--- src/rtl/scytale_encryption.sv ---
// Scytale transposition encoder.
// Collects plaintext bytes until TERMINATOR, then emits them column-wise
// (column outer, row inner) followed by TERMINATOR.
// Optional build macro SCYTALE_PAD_EN: slots beyond the message length emit
// PAD_CHAR instead of leaving a valid_o=0 gap.
module scytale_encryption #(
    parameter int                 D_WIDTH    = 8,
    parameter int                 KEY_WIDTH  = 8,
    parameter int                 MAX_CHARS  = 50,
    parameter logic [D_WIDTH-1:0] TERMINATOR = 8'hFA,
    parameter logic [D_WIDTH-1:0] PAD_CHAR   = 8'h20
) (
    input  logic                 clk,
    input  logic                 rst,
    input  logic [D_WIDTH-1:0]   data_i,
    input  logic                 valid_i,
    input  logic [KEY_WIDTH-1:0] key_N,
    input  logic [KEY_WIDTH-1:0] key_M,
    output logic [D_WIDTH-1:0]   data_o,
    output logic                 valid_o,
    output logic                 busy,
    output logic                 error
);

    localparam int LW = $clog2(MAX_CHARS + 1);
    localparam int PW = 2 * KEY_WIDTH;

`ifdef SCYTALE_PAD_EN
    localparam bit PAD_EN = 1'b1;
`else
    localparam bit PAD_EN = 1'b0;
`endif

    typedef enum logic [1:0] {
        COLLECT,
        EMIT,
        TERM,
        FINISH
    } state_t;

    state_t               state_q;
    logic [LW-1:0]        len_q;
    logic                 ovf_q;
    logic [KEY_WIDTH-1:0] n_q, m_q;
    logic [KEY_WIDTH-1:0] col_q, row_q;
    logic [PW-1:0]        idx_q;
    logic [D_WIDTH-1:0]   data_q;
    logic                 valid_q;
    logic                 busy_q;
    logic                 error_q;
    logic [D_WIDTH-1:0]   buf_q [MAX_CHARS];

    // Slot currently being emitted and the one after it
    logic [KEY_WIDTH-1:0] cur_n, cur_m, cur_col, cur_row;
    logic [PW-1:0]        cur_idx;
    logic [KEY_WIDTH-1:0] col_d, row_d;
    logic [PW-1:0]        idx_d;
    logic                 last_slot;
    logic                 hit;
    logic                 emit_valid;
    logic [D_WIDTH-1:0]   emit_data;
    logic [PW-1:0]        area;
    logic                 msg_bad;
    logic                 store_byte;

    // Current slot: first slot comes straight from the keys on terminator accept
    always_comb begin
        if (state_q == COLLECT) begin
            cur_n   = key_N;
            cur_m   = key_M;
            cur_col = '0;
            cur_row = '0;
            cur_idx = '0;
        end else begin
            cur_n   = n_q;
            cur_m   = m_q;
            cur_col = col_q;
            cur_row = row_q;
            cur_idx = idx_q;
        end

        last_slot = (cur_col == cur_n - KEY_WIDTH'(1)) && (cur_row == cur_m - KEY_WIDTH'(1));

        // idx advances by N down a column and restarts at the new column index
        if (cur_row == cur_m - KEY_WIDTH'(1)) begin
            row_d = '0;
            col_d = cur_col + KEY_WIDTH'(1);
            idx_d = PW'(cur_col) + PW'(1);
        end else begin
            row_d = cur_row + KEY_WIDTH'(1);
            col_d = cur_col;
            idx_d = cur_idx + PW'(cur_n);
        end

        hit        = cur_idx < PW'(len_q);
        emit_valid = hit | PAD_EN;
        if (hit) begin
            emit_data = buf_q[cur_idx[LW-1:0]];
        end else if (PAD_EN) begin
            emit_data = PAD_CHAR;
        end else begin
            emit_data = data_q;
        end
    end

    // Message acceptance checks evaluated on the terminator cycle
    always_comb begin
        area       = PW'(key_N) * PW'(key_M);
        msg_bad    = (key_N == '0) || (key_M == '0) || ovf_q || (PW'(len_q) > area);
        store_byte = (state_q == COLLECT) && valid_i && (data_i != TERMINATOR)
                     && (len_q < LW'(MAX_CHARS));
    end

    // Plaintext buffer write; contents need no reset
    always_ff @(posedge clk) begin
        if (store_byte) begin
            buf_q[len_q] <= data_i;
        end
    end

    // Control FSM with registered outputs
    always_ff @(posedge clk) begin
        if (rst) begin
            state_q <= COLLECT;
            len_q   <= '0;
            ovf_q   <= 1'b0;
            data_q  <= '0;
            valid_q <= 1'b0;
            busy_q  <= 1'b0;
            error_q <= 1'b0;
            n_q     <= '0;
            m_q     <= '0;
            col_q   <= '0;
            row_q   <= '0;
            idx_q   <= '0;
        end else begin
            error_q <= 1'b0;
            valid_q <= 1'b0;
            case (state_q)
                COLLECT: begin
                    if (valid_i) begin
                        if (data_i != TERMINATOR) begin
                            if (len_q < LW'(MAX_CHARS)) begin
                                len_q <= len_q + LW'(1);
                            end else begin
                                ovf_q <= 1'b1;
                            end
                        end else if (msg_bad) begin
                            error_q <= 1'b1;
                            len_q   <= '0;
                            ovf_q   <= 1'b0;
                        end else begin
                            n_q     <= key_N;
                            m_q     <= key_M;
                            busy_q  <= 1'b1;
                            valid_q <= emit_valid;
                            data_q  <= emit_data;
                            col_q   <= col_d;
                            row_q   <= row_d;
                            idx_q   <= idx_d;
                            state_q <= last_slot ? TERM : EMIT;
                        end
                    end
                end
                EMIT: begin
                    valid_q <= emit_valid;
                    data_q  <= emit_data;
                    col_q   <= col_d;
                    row_q   <= row_d;
                    idx_q   <= idx_d;
                    if (last_slot) begin
                        state_q <= TERM;
                    end
                end
                TERM: begin
                    valid_q <= 1'b1;
                    data_q  <= TERMINATOR;
                    state_q <= FINISH;
                end
                FINISH: begin
                    busy_q  <= 1'b0;
                    len_q   <= '0;
                    ovf_q   <= 1'b0;
                    state_q <= COLLECT;
                end
                default: begin
                    state_q <= COLLECT;
                end
            endcase
        end
    end

    assign data_o  = data_q;
    assign valid_o = valid_q;
    assign busy    = busy_q;
    assign error   = error_q;

endmodule

--- config.mk ---
export PLATFORM = sky130hd
export DESIGN_NAME = scytale_encryption
export DESIGN_NICKNAME = d
export VERILOG_FILES = /design/src/rtl/scytale_encryption.sv
export SDC_FILE = /design/constraint.sdc
export NUM_CORES = 1
export LEC_CHECK = 0
export CORE_AREA = 5 5 207 209
export CTS_CLUSTER_DIAMETER = 30
export DETAILED_ROUTE_END_ITERATION = 8
export DIE_AREA = 0 0 212 214
export GPL_ROUTABILITY_DRIVEN = 0
export GPL_TIMING_DRIVEN = 0
export PLACE_DENSITY_LB_ADDON = 0.12
export REMOVE_ABC_BUFFERS = 1
export SKIP_CTS_REPAIR_TIMING = 1
export SLEW_MARGIN = 25
export SYNTH_ARGS = -nofsm -noshare
export SYNTH_HDL_FRONTEND = slang
export SYNTH_SLANG_ARGS = --single-unit
export TNS_END_PERCENT = 100
--- constraint.sdc ---
create_clock -name clk -period 5.75 [get_ports clk]
set_clock_uncertainty 0.05 [all_clocks]
set_input_delay 0.575 -clock clk [delete_from_list [all_inputs] [get_ports clk]]
set_output_delay 0.575 -clock clk [all_outputs]
set_load 0.02 [all_outputs]
==> run summary <==
Top-Level Pins = 38
Die area = 45400 um2
Dpl cells = 2299
Final WS setup = 114 ps
Std-Cell Rows = 74
Yosys top cell area share = 52.3%
Drt pass-1 iters = 6
Post-Synthesis Cells = 1822
Yosys cell types = 80
Mapped cell area = 23000 um2
Synth area leaders = edfxtp_1 (52%), dfxtp_1 (5.9%), mux2i_1 (4.4%)
Sequential share of the synthesized area = 58.3%
Final WL = 58500 um
Clk_lat worst skew = 610 ps
Slew HR = 33.3%
Worst R2R Setup Slack = 370 ps
Antenna Cells = 0
Tcrit/Tclk final = 98.0%
Post-synthesis simple-gate area fraction = 10.4%
Vias in the first global route = 15200
Reg2reg path depth = 13
CP startpoint kind = primary input
Arrival time at the worst endpoint = 6080 ps
CP max FO = 12
Clock Sinks = 468
Fmax = 177 MHz
Gr ovfl total = 0
Post-synth top area cell = edfxtp_1
First-pass GRT wire length = 88900 um
Dominant synthesized flop cell = edfxtp_1
DR iter-0 viols = 1557
Wire per inst = 23.6 um
Worst setup path class = primary input to flop
Synth async-reset ratio = 0%
Die Wd = 212 um
Leakage = 9.39 nW
Slew @ Worst Pin = 999 ps
DRT antenna net count = 0
Final setup vio count = 0
Final min period = 5640 ps
Synth Register Bits = 468
Hpwl dp = 36500 um
WHS Path Cells = 2
Via count of the routed design = 15500
Layout cell share with drive strength beyond 1 = 15.7%
I/O Buffers = 37
Setup TNS = 0 ps
Post-place setup slack = -1890 ps
Synth warn = 0
Hold Path Class = primary input to flop
MaxCap Viol Count = 0
Clk root buf = clkbuf_16
Slew Viols, Final = 0
RR Startpoint = state_q[1]
Largest net degree at the start of global routing = 63
RSZ-0062 raised after global routing = no
Initial antenna violation count = 0
Total power = 11.2 mW
Starting density of the core = 56.5%
Status = finished, final reports clean
Core Footprint = 40600 um2
Via density = 6.24
Placed instance area = 24000 um2
Power Density = 411 nW/um2
Mux cell area share after synthesis = 8.63%
Die H = 214 um
Met1 usage = 34.9%
Post-synth EDFFs = 400
Xor and xnor fraction of the mapped netlist area = 1.22%
All-Layer GR Usage = 25.2%
CTS tree = yes
Remaining routing DRC violations = 0
P&R area growth vs syn = 19.1%
Final Hold Fails = 0
Worst VDD drop = 0.000407 V
Inserted Clock Buffers = 91
Top Usage Layer GRT = met2
Worst hold start = rst
Hold endpoint = m_q[1]
Syn Area/Cell = 12.6 um2
CTS Buffer Depth = 3
FF-to-FF End = idx_q[12]
Crit path required time = 6190 ps
Largest family of logic cells by synthesized area = compound AO/OA/AOI/OAI gates
Post-synthesis compound-gate area fraction = 11.3%
Global-route track usage on met3 = 5.75%
H-tree levels = 3
Crit. End Element = flop
Adder-cell share of the synthesized area = 6.77%
Design Area, Final = 27300 um2
Met2 usage = 40.0%
Nets = 2003
Layout Cells excl Fill = 2482
Clock slew seen by the registers of the worst setup and hold paths = 50 ps
-- critical path: stages --
cell and delay, ps:
buf_2 290, and2_1 210, fa_1 430, fa_1 500
fa_1 550, inv_1 60, fa_1 570, inv_1 80
ha_4 260, and3_1 140, a221o_1 360, mux2i_1 130
or4bb_1 570, a2111oi_4 300, buf_6 190, buf_4 120
a21oi_4 60, or2_2 340, mux2_1 320
-- synth_stat cells, types with 37 or more instances --
library cell,n
and2_1,57
nor2_1,124
o21ai_0,63
dfxtp_1,68
edfxtp_1,400
o211ai_1,39
inv_1,88
mux2i_1,100
fa_1,37
a21oi_1,102
nand2_1,135
ha_1,65
clkbuf_1,75
nand3_1,37
o221ai_1,39
-- how the worst max path moves through the flow --
stage / to / cells after the start / start / slack [ps]
6_report: len_q[0] / 19 / key_N[5] / 110
5_1_grt: len_q[0] / 19 / key_N[1] / 3
4_1_cts: row_q[2] / 18 / key_N[2] / -1250
3_5_place_dp: row_q[2] / 18 / key_N[2] / -1890
3_3_place_gp: data_o[0] / 13 / state_q[0] / -4770
2_1_floorplan: data_o[2] / 13 / state_q[0] / -970
-- layer usage --
| layer | part of all wire [%] | up-vias |
|---|---|---|
| met5 | 0 | - |
| li1 | - | 7046 |
| met1 | 41 | 7674 |
| met4 | 3.3 | 0 |
| met2 | 47 | 638 |
| met3 | 8.2 | 121 |
-- flip-flops by register name, indices dropped and copies added, names as in the netlist --
| register | count |
|---|---|
| idx_q | 16 |
| valid_o | 1 |
| ovf_q | 1 |
| busy | 1 |
| m_q | 8 |
| row_q | 8 |
| data_o | 8 |
| col_q | 8 |
| state_q | 2 |
| len_q | 6 |
| error | 1 |
| buf_q | 400 |
| n_q | 8 |
-- where the power goes --
group | switching (mW) | internal (mW)
Clock | 1.77 | 3.65
Combinational | 1.24 | 0.748
Sequential | 0.0605 | 3.77
Total | 3.07 | 8.16
-- placed cells by master (no fill, tap or decap), drive strengths merged, types with 41 or more instances in the layout --
cell type and instances:
dfxtp 68, a21oi 105, ha 65, clkbuf 125
buf 41, nand2 135, edfxtp 400, mux2i 100
o21ai 64, inv 95, and2 57, nor2 124
-- area by class of cell --
class | instances | area [um2]
sequential | 468 | 13400
fill | 2919 | 13300
multi-input combinational | 1155 | 8980
clock buffer | 114 | 2480
timing repair buffer | 66 | 774
clock inverter | 55 | 702
tap | 532 | 666
inverter | 91 | 360
timing repair inverter | 1 | 5.00
-- logic make-up after synthesis --
logic type,after synthesis
xor+xnor,32
compound gates,378
fa+ha+maj,102
buf+inv,200
flops,468
mux,154
simple gates,488
-- stage by stage --
step	util, %	hold WS, ps
after floorplan	-	396
after global placement	57.9	418
after detailed placement	58.9	440
after CTS	66.8	252
after global routing	67.3	269
final	67.3	272
Note: power is estimated with default switching activity, not from simulation.
